<file path="src/rtl/cdu_pkg.sv">
// Shared types and constants for the CDU increment scheduler.
// Five angle channels share one AGC counter-increment line.
package cdu_pkg;

  localparam int NCH = 5;
  localparam int CW  = 4;

  localparam int CH_X = 0;
  localparam int CH_Y = 1;
  localparam int CH_Z = 2;
  localparam int CH_T = 3;
  localparam int CH_S = 4;

  typedef enum logic [1:0] {
    ST_IDLE,
    ST_ARB,
    ST_DRIVE,
    ST_RECOV
  } cdu_state_e;

endpackage

</file>
<file path="src/rtl/cdu_incr_scheduler_if.sv">
// Strobe, increment and AGC-line bundle of the scheduler.
// master drives timing and increments, slave is the scheduler.
interface cdu_incr_scheduler_if;
  import cdu_pkg::*;

  logic           FAZ1HI;
  logic           FAZ2HI;
  logic           FAZ3HI;
  logic           FAZ4HI;
  logic           ENABLE;
  logic [NCH-1:0] INC_P;
  logic [NCH-1:0] INC_M;
  logic           OVFCLR;
  logic           PULSE_P;
  logic           PULSE_M;
  logic [2:0]     CHSEL;
  logic           BUSY;
  logic [NCH-1:0] PEND;
  logic [NCH-1:0] OVF;

  modport master (
    output FAZ1HI, FAZ2HI, FAZ3HI, FAZ4HI,
    output ENABLE, INC_P, INC_M, OVFCLR,
    input  PULSE_P, PULSE_M, CHSEL,
    input  BUSY, PEND, OVF
  );

  modport slave (
    input  FAZ1HI, FAZ2HI, FAZ3HI, FAZ4HI,
    input  ENABLE, INC_P, INC_M, OVFCLR,
    output PULSE_P, PULSE_M, CHSEL,
    output BUSY, PEND, OVF
  );

endinterface

</file>
<file path="src/rtl/cdu_chan_accum.sv">
// Per-channel saturating signed pending-pulse counter.
// Excess beyond either bound is dropped and flagged sticky.
module cdu_chan_accum
  import cdu_pkg::*;
(
  input  logic clk,
  input  logic rst_n,
  input  logic inc_p,
  input  logic inc_m,
  input  logic step_en,
  input  logic step_neg,
  input  logic ovf_clr,
  output logic neg,
  output logic pend,
  output logic ovf
);

  localparam int MAXI = 2**(CW-1) - 1;
  localparam int MINI = -(2**(CW-1));
  localparam logic signed [CW+1:0] MAXV = (CW+2)'(MAXI);
  localparam logic signed [CW+1:0] MINV = (CW+2)'(MINI);
  localparam logic signed [CW+1:0] ONE  = (CW+2)'(1);

  logic        [CW-1:0] cnt;
  logic        [CW-1:0] nxt;
  logic signed [CW+1:0] delta;
  logic signed [CW+1:0] sum;
  logic                 hit;

  // Net change this cycle, then clamp to the signed range.
  always_comb begin
    delta = '0;
    if (inc_p) delta = delta + ONE;
    if (inc_m) delta = delta - ONE;
    if (step_en) begin
      if (step_neg) delta = delta + ONE;
      else          delta = delta - ONE;
    end
    sum = {{2{cnt[CW-1]}}, cnt} + delta;
    nxt = sum[CW-1:0];
    hit = 1'b0;
    if (sum > MAXV) begin
      nxt = MAXV[CW-1:0];
      hit = 1'b1;
    end else if (sum < MINV) begin
      nxt = MINV[CW-1:0];
      hit = 1'b1;
    end
  end

  // Count, nonzero flag and sticky overflow (new overflow beats clear).
  always_ff @(posedge clk or negedge rst_n) begin
    if (!rst_n) begin
      cnt  <= '0;
      pend <= 1'b0;
      ovf  <= 1'b0;
    end else begin
      cnt  <= nxt;
      pend <= (nxt != '0);
      ovf  <= hit | (ovf & ~ovf_clr);
    end
  end

  assign neg = cnt[CW-1];

endmodule

</file>
<file path="src/rtl/cdu_incr_scheduler.sv">
// Round-robin drain of per-channel increments onto the AGC line.
// One pulse per FAZ1..FAZ4 frame; sign is fixed at arbitration.
module cdu_incr_scheduler
  import cdu_pkg::*;
(
  input  logic _51KPHI,
  input  logic rst_n,
  cdu_incr_scheduler_if.slave bus
);

  logic           clk;
  cdu_state_e     state;
  cdu_state_e     state_nxt;
  logic [2:0]     ptr;
  logic [2:0]     chsel;
  logic [2:0]     pick;
  logic [2:0]     idx;
  logic           found;
  logic           sign_neg;
  logic           pulse_p;
  logic           pulse_m;
  logic           driving;
  logic           phase3;
  logic           fire;
  logic           serve;
  logic           busy;
  logic [NCH-1:0] step_en;
  logic [NCH-1:0] pend;
  logic [NCH-1:0] ovf;
  logic [NCH-1:0] cnt_neg;

  assign clk     = _51KPHI;
  assign driving = pulse_p | pulse_m;

  for (genvar i = 0; i < NCH; i++) begin : g_ch
    cdu_chan_accum u_acc (
      .clk      (clk),
      .rst_n    (rst_n),
      .inc_p    (bus.INC_P[i]),
      .inc_m    (bus.INC_M[i]),
      .step_en  (step_en[i]),
      .step_neg (sign_neg),
      .ovf_clr  (bus.OVFCLR),
      .neg      (cnt_neg[i]),
      .pend     (pend[i]),
      .ovf      (ovf[i])
    );
  end

  // First pending channel after the pointer, wrapping.
  always_comb begin
    found = 1'b0;
    pick  = ptr;
    idx   = '0;
    for (int k = 1; k <= NCH; k++) begin
      idx = 3'((int'(ptr) + k) % NCH);
      if (!found && pend[idx]) begin
        found = 1'b1;
        pick  = idx;
      end
    end
  end

  // State register.
  always_ff @(posedge clk or negedge rst_n) begin
    if (!rst_n) state <= ST_IDLE;
    else        state <= state_nxt;
  end

  // Next state; strobes outside their expected state are ignored.
  always_comb begin
    state_nxt = state;
    unique case (state)
      ST_IDLE:
        if (bus.FAZ1HI && bus.ENABLE && (|pend))
          state_nxt = ST_ARB;
      ST_ARB:
        state_nxt = found ? ST_DRIVE : ST_RECOV;
      ST_DRIVE:
        if (serve) state_nxt = ST_RECOV;
      ST_RECOV:
        state_nxt = ST_IDLE;
      default:
        state_nxt = ST_IDLE;
    endcase
  end

  // Frame events and the one-hot served step.
  always_comb begin
    busy  = (state != ST_IDLE);
    fire  = (state == ST_DRIVE) && bus.FAZ2HI && !driving;
    serve = (state == ST_DRIVE) && bus.FAZ4HI && phase3;
    for (int i = 0; i < NCH; i++)
      step_en[i] = serve && (chsel == 3'(i));
  end

  // Arbitration latch and registered pulse drive.
  always_ff @(posedge clk or negedge rst_n) begin
    if (!rst_n) begin
      ptr      <= 3'(NCH-1);
      chsel    <= '0;
      sign_neg <= 1'b0;
      pulse_p  <= 1'b0;
      pulse_m  <= 1'b0;
      phase3   <= 1'b0;
    end else begin
      if (state == ST_ARB && found) begin
        chsel    <= pick;
        ptr      <= pick;
        sign_neg <= cnt_neg[pick];
      end
      if (fire) begin
        pulse_p <= !sign_neg;
        pulse_m <= sign_neg;
      end else if (serve) begin
        pulse_p <= 1'b0;
        pulse_m <= 1'b0;
      end
      if (serve)
        phase3 <= 1'b0;
      else if (state == ST_DRIVE && driving && bus.FAZ3HI)
        phase3 <= 1'b1;
    end
  end

  assign bus.PULSE_P = pulse_p;
  assign bus.PULSE_M = pulse_m;
  assign bus.CHSEL   = chsel;
  assign bus.BUSY    = busy;
  assign bus.PEND    = pend;
  assign bus.OVF     = ovf;

endmodule

</file>
<file path="src/flat_wrapper.sv">
// flat-port wrapper written by rule: the top's interface ports become plain ports
module cdu_incr_scheduler_flat import cdu_pkg::*;
  (_51KPHI, rst_n, bus_FAZ1HI, bus_FAZ2HI, bus_FAZ3HI, bus_FAZ4HI, bus_ENABLE, bus_INC_P, bus_INC_M, bus_OVFCLR, bus_PULSE_P, bus_PULSE_M, bus_CHSEL, bus_BUSY, bus_PEND, bus_OVF);
  cdu_incr_scheduler_if bus_i ();
  input  logic _51KPHI;
  input  logic rst_n;
  input wire logic [$bits(bus_i.FAZ1HI)-1:0] bus_FAZ1HI;
  input wire logic [$bits(bus_i.FAZ2HI)-1:0] bus_FAZ2HI;
  input wire logic [$bits(bus_i.FAZ3HI)-1:0] bus_FAZ3HI;
  input wire logic [$bits(bus_i.FAZ4HI)-1:0] bus_FAZ4HI;
  input wire logic [$bits(bus_i.ENABLE)-1:0] bus_ENABLE;
  input wire logic [$bits(bus_i.INC_P)-1:0] bus_INC_P;
  input wire logic [$bits(bus_i.INC_M)-1:0] bus_INC_M;
  input wire logic [$bits(bus_i.OVFCLR)-1:0] bus_OVFCLR;
  output wire logic [$bits(bus_i.PULSE_P)-1:0] bus_PULSE_P;
  output wire logic [$bits(bus_i.PULSE_M)-1:0] bus_PULSE_M;
  output wire logic [$bits(bus_i.CHSEL)-1:0] bus_CHSEL;
  output wire logic [$bits(bus_i.BUSY)-1:0] bus_BUSY;
  output wire logic [$bits(bus_i.PEND)-1:0] bus_PEND;
  output wire logic [$bits(bus_i.OVF)-1:0] bus_OVF;
  assign bus_i.FAZ1HI = bus_FAZ1HI;
  assign bus_i.FAZ2HI = bus_FAZ2HI;
  assign bus_i.FAZ3HI = bus_FAZ3HI;
  assign bus_i.FAZ4HI = bus_FAZ4HI;
  assign bus_i.ENABLE = bus_ENABLE;
  assign bus_i.INC_P = bus_INC_P;
  assign bus_i.INC_M = bus_INC_M;
  assign bus_i.OVFCLR = bus_OVFCLR;
  assign bus_PULSE_P = bus_i.PULSE_P;
  assign bus_PULSE_M = bus_i.PULSE_M;
  assign bus_CHSEL = bus_i.CHSEL;
  assign bus_BUSY = bus_i.BUSY;
  assign bus_PEND = bus_i.PEND;
  assign bus_OVF = bus_i.OVF;
  cdu_incr_scheduler u_core (._51KPHI(_51KPHI), .rst_n(rst_n), .bus(bus_i));
endmodule
</file>
<file path="config.mk">
export PLATFORM = sky130hd
export DESIGN_NAME = cdu_incr_scheduler_flat
export DESIGN_NICKNAME = d
export VERILOG_FILES = /design/src/rtl/cdu_pkg.sv /design/src/rtl/cdu_incr_scheduler_if.sv /design/src/rtl/cdu_chan_accum.sv /design/src/rtl/cdu_incr_scheduler.sv /design/src/flat_wrapper.sv
export SDC_FILE = /design/constraint.sdc
export NUM_CORES = 1
export LEC_CHECK = 0
export CORE_UTILIZATION = 45
export DETAILED_ROUTE_END_ITERATION = 8
export PLACE_DENSITY = 0.74
export SLEW_MARGIN = 30
export SYNTH_ARGS = -nofsm -noshare
export SYNTH_HDL_FRONTEND = slang
export SYNTH_SLANG_ARGS = --single-unit
</file>
<file path="constraint.sdc">
create_clock -name _51KPHI -period 11.5 [get_ports _51KPHI]
set_clock_uncertainty 0.05 [all_clocks]
set_input_delay 1.15 -clock _51KPHI [delete_from_list [all_inputs] [get_ports _51KPHI]]
set_output_delay 1.15 -clock _51KPHI [all_outputs]
set_load 0.02 [all_outputs]
</file>
# --- Word level (Yosys, flattened, before mapping) ---
# Index checks and enable logic that the tools add are counted.
# W data, S select, Z words.
totals:
  wordCells: 196
  out_inout_bits: 16
  in_bits: 18
  ff_bits: 42
op_classes:
  reduce_logical: 36
  n_eq_ne: 9
  mux: 71
  magnitude_cmp: 16
  n_addsub: 25
  bitwise: 12
  div: 5
ops:
  columns: ["op", "count"]
  rows:
  - ["$mod A32 B4 Y32 const B", 5]
  - ["$mux W6", 15]
  - ["$mux W4", 10]
  - ["$mux W1", 32]
  - ["$add A6 B2 Y6 const B", 5]
  - ["$add A6 B6 Y6", 5]
  - ["$gt A6 B4 Y1 const B", 5]
  - ["$lt A6 B4 Y1 const B", 5]
  - ["$sub A6 B2 Y6 const B", 5]
  - ["$lt A3 B4 Y1 const B", 6]
  - ["$reduce_bool A4 Y1", 5]
  - ["$bmux W1 S3", 6]
  - ["$logic_and A1 B1 Y1", 18]
  - ["$mux W3", 5]
  - ["$sub A1 B1 Y2 const B", 5]
  - ["$add A3 B2 Y4 const B", 2]
  - ["$add A3 B3 Y4 const B", 2]
  - ["$pmux W2 S4", 1]
  - ["$eq A3 B2 Y1 const B", 2]
  - ["$logic_not A1 Y1", 6]
  - ["$or A1 B1 Y1", 6]
  - ["$reduce_bool A2 Y1", 3]
  - ["$and A1 B1 Y1", 5]
  - ["$reduce_or A5 Y1", 1]
  - ["other kinds (11)", 14]

# --- Longest topological paths before layout ---
depth:
  ltp_word: 19
  ltp_mapped: 24
  depth_no_buf: 20

# --- By module ---
# From an unflattened synthesis, not the netlist that was laid out.
unflattened:
  cells_unflattened: 734
  hier_area_um2: 5947.0
modules_own_cells:
  columns: ["mod", "cells_each", "seq_area_each_um2", "n_inst", "area_each_um2"]
  rows:
  - ["cdu_incr_scheduler", 347, 251.5, 1, 2605.0]
  - ["cdu_chan_accum (u_core.g_ch[0].u_acc ...)", 79, 150.1, 3, 671.9]
  - ["cdu_chan_accum (u_core.g_ch[3].u_acc ...)", 75, 150.1, 2, 663.1]

# --- Worst setup path before layout ---
# OpenSTA, ideal clock, no wires.
synth_timing:
  kind: "register to register"
  startpoint: "register, netlist name u_core.bus.CHSEL[0]"
  endpoint: "register u_core.sign_neg"
  synth_period_minus_slack_ns: 5.409
  stages_incl_launch_ff: 23
  arrival_ns: 5.228
  path_slack_ns: 6.091
  path_buffers: 3
  setup_time_ns: 0.131
  t_required_ns: 11.319
  path_cell_list: "dfrtp_1 buf_2 buf_2 inv_1 clkbuf_1 ha_1 ha_1 o31ai_1 o311ai_0 and2_1 ha_1 nor2b_1 or3_1 o311a_1 mux2i_1 a22oi_1 mux2_2 nor4_2 a22o_1 a31o_2 mux2_4 a31oi_1 o31ai_1"
synth_rtl:
  columns: ["item", "line_no", "source"]
  rows:
  - ["end signal: assignment", "cdu_incr_scheduler.sv:110", "sign_neg <= cnt_neg[pick];"]
  - ["end: declaration", "cdu_incr_scheduler.sv:19", "logic sign_neg;"]

==> flow_metrics.tcl <==
set metrics [dict create \
    layout_common_cells "inv_1 (72), nand2_1 (72), ha_1 (57), a21oi_1 (41), dfrtp_1 (39)" \
    relSlewSlack_pct 38.7 \
    hold_start "u_core.g_ch[0].u_acc.ovf" \
    syn_nets 733 \
    path_cells "buf_4 -> inv_1 -> ha_1 -> ha_1 -> o31ai_1 -> o311ai_0 -> and2_1 -> ha_1 -> nor2b_1 -> or3_1 -> o311ai_1 -> and3_1 -> o21ai_0 -> mux2_2 -> nor4_2 -> a22o_1 -> a31o_2 -> mux2_4 -> a31oi_1 -> o31ai_1" \
    avgSynthCellArea_sq_um 8.33 \
    drc 0 \
    fin_cells 791 \
    core_sq_um 11500 \
    grt_max_degree 41 \
    startpoint_type "flip-flop" \
    dieArea_sq_um 12300 \
    dp_cells 783 \
    place_ws_ns 5.53 \
    ctsHoldBuffers 0 \
    ys.flop_type "dfrtp_1" \
    finalWorstSetupSlack_ns 5.42 \
    ant_nets 0 \
    status "finished, final reports clean" \
    crit_start "u_core.bus.CHSEL[0]" \
    pin_count 34 \
    rsz0062_at_grt "false" \
    drt-total-wl_mm 12.7 \
    antenna_cells 0 \
    start_util_pct 46.4 \
    synth_edf_count 0 \
    critPathMaxStageDelay_ns 0.60 \
    rr_startpoint "u_core.bus.CHSEL[0]" \
    crit_path_frequent_cell "ha_1" \
    cp_slowest_cell "ha_1" \
    tns_ns 0 \
    grt_remaining_overflow 0 \
    hp-class "reg2reg" \
    io_buffers 33 \
    fp.dieW_microns 111 \
    ys_ff_latch 40 \
    clock-sinks 40 \
    drive_above_1_share_pct 6.17 \
    final_cell_area_sq_um 5830 \
    cp-end-kind "flip-flop" \
    synth-warning-count 0 \
    synthTopCellsByArea "dfrtp_1 (18%), ha_1 (13%), fa_1 (7.5%)" \
    ctsResizeCount 0 \
    worst_ep_arrival_time_ns 6.20 \
    dr.first_iter.drc_count 262 \
    maxCapViolCount 0 \
    finalSetupViolCount 0 \
    area_delta_synth_final_pct 9.65 \
    placed_area_sq_um 5650 \
    antenna_found_initial 0 \
    synth_top_area_share_pct 18.4 \
    cts_setup_buffers 0 \
    drtPass1Iterations 5 \
    yosys.area.top_type "dfrtp_1" \
    row_count 39 \
    postSynthCellCount 638 \
    insertion_delay_ns 0.29 \
    vias_per_cell 5.85 \
    root_buffer "clkbuf_16" \
    async_reset_ff_share_pct 100 \
    cts_tree "done" \
    post-route-min-period_ns 6.08 \
    netlist_area_sq_um 5320 \
    slew_violations 0 \
    gp_congestion 0.941 \
    clockBufferDepth 2 \
    nets 742 \
    fin_crit_sh_pct 52.9 \
    grt_pass1_vias 4739 \
    hold_violations 0 \
    die_height_microns 111 \
    path_clk_slew_ns 0.06 \
    vias 4624 \
    htreeDepth 2 \
    seq_area_frac_synth_pct 18.8 \
    grt_pass1_wl_mm 21.8 \
    ys_types 82 \
    grt_usage_pct 21.4 \
    cp.required_ns 11.62 \
    hpwl_mm 9.72 \
    fmax_mhz 164 \
    cts-buffers-inserted 5 \
    path_max_fanout 40 \
    crit_type "reg2reg" \
    wl_per_cell_microns 16.0 \
    worstMarginPinSlew_ns 0.916 \
]
[state kept, by name, indices dropped and copies added (netlist names)]
register,cells
u_core.g_ch.u_acc.ovf,5
u_core.bus.CHSEL,3
u_core.g_ch.u_acc.cnt,20
u_core.phase3,1
u_core.bus.PULSE_P,1
u_core.bus.PULSE_M,1
u_core.g_ch.u_acc.pend,5
u_core.state,2
u_core.sign_neg,1
u_core.ptr,1
[synthesized netlist by cell type, types with 12 or more instances]
master and number:
inv_1 72, o21ai_0 29, nand3_1 16, ha_1 57, nand2b_1 12, nor2_1 22, a21o_1 12, clkbuf_1 12
buf_4 12, o211ai_1 12, dfrtp_1 39, fa_1 20, a21oi_1 41, xnor2_1 25, nand2_1 72
[worst paths after layout]
| kind | slack, ns | to | cells after the start |
|---|---|---|---|
| setup / recovery | 5.42 | u_core.sign_neg | 20 |
| hold / removal | 0.46 | u_core.g_ch[0].u_acc.ovf | 2 |
| setup reg to reg | 5.42 | u_core.sign_neg | 20 |
| hold reg to reg | 0.46 | u_core.g_ch[0].u_acc.ovf | 2 |
| max in group asynchronous | 10.24 | u_core.ptr[2] | 1 |
| min in group asynchronous | 0.79 | u_core.g_ch[4].u_acc.pend | 1 |
[metal layers]
layer / track usage, % / wire length (microns) / vias to the layer above
met5: 0 / 0 / -
met4: 8.09 / 290 / 0
met3: 3.01 / 582 / 29
met2: 37.7 / 6460 / 131
met1: 26.4 / 5330 / 2212
li1: - / - / 2252
[metrics by stage]
stage / util [%] / hold slack, ns
after CTS: 50.8 / 0.464
after global routing: 50.8 / 0.482
after floorplan: - / 0.421
after detailed placement: 49.2 / 0.438
final: 50.8 / 0.458
after global placement: 49.2 / 0.440
[final cells by class]
| type | instances | area (sq um) |
|---|---|---|
| clock buffers | 7 | 153 |
| clock inverters | 1 | 30.0 |
| fillers | 1031 | 5640 |
| inverters | 76 | 285 |
| multi-input cells | 489 | 3840 |
| flip-flops and latches | 40 | 1000 |
| well taps | 143 | 179 |
| repair buffers | 35 | 343 |
[worst max-delay path: cells and delay by family (launching register included)]
family                     cells  cell delay (ns)
muxes                          2             0.61
DFF                            1             0.33
AOI/OAI and AO/OA              8             1.64
adders and majority gates      3             1.15
and+or+nand+nor                5             1.34
buffers and inverters          2             0.80
[cells by family after synthesis]
| group | after synthesis | share of synthesized area, % |
|---|---|---|
| flops | 40 | 18.8 |
| compound gates | 182 | 23.5 |
| buf+inv | 109 | 8.96 |
| simple gates | 175 | 16.7 |
| xor+xnor | 38 | 7.34 |
| fa+ha+maj | 77 | 20.9 |
| mux | 17 | 3.72 |
Power is left out: the tool's default activity adds up to more than one toggle a clock period on the data nets, which glitch-free logic cannot reach.
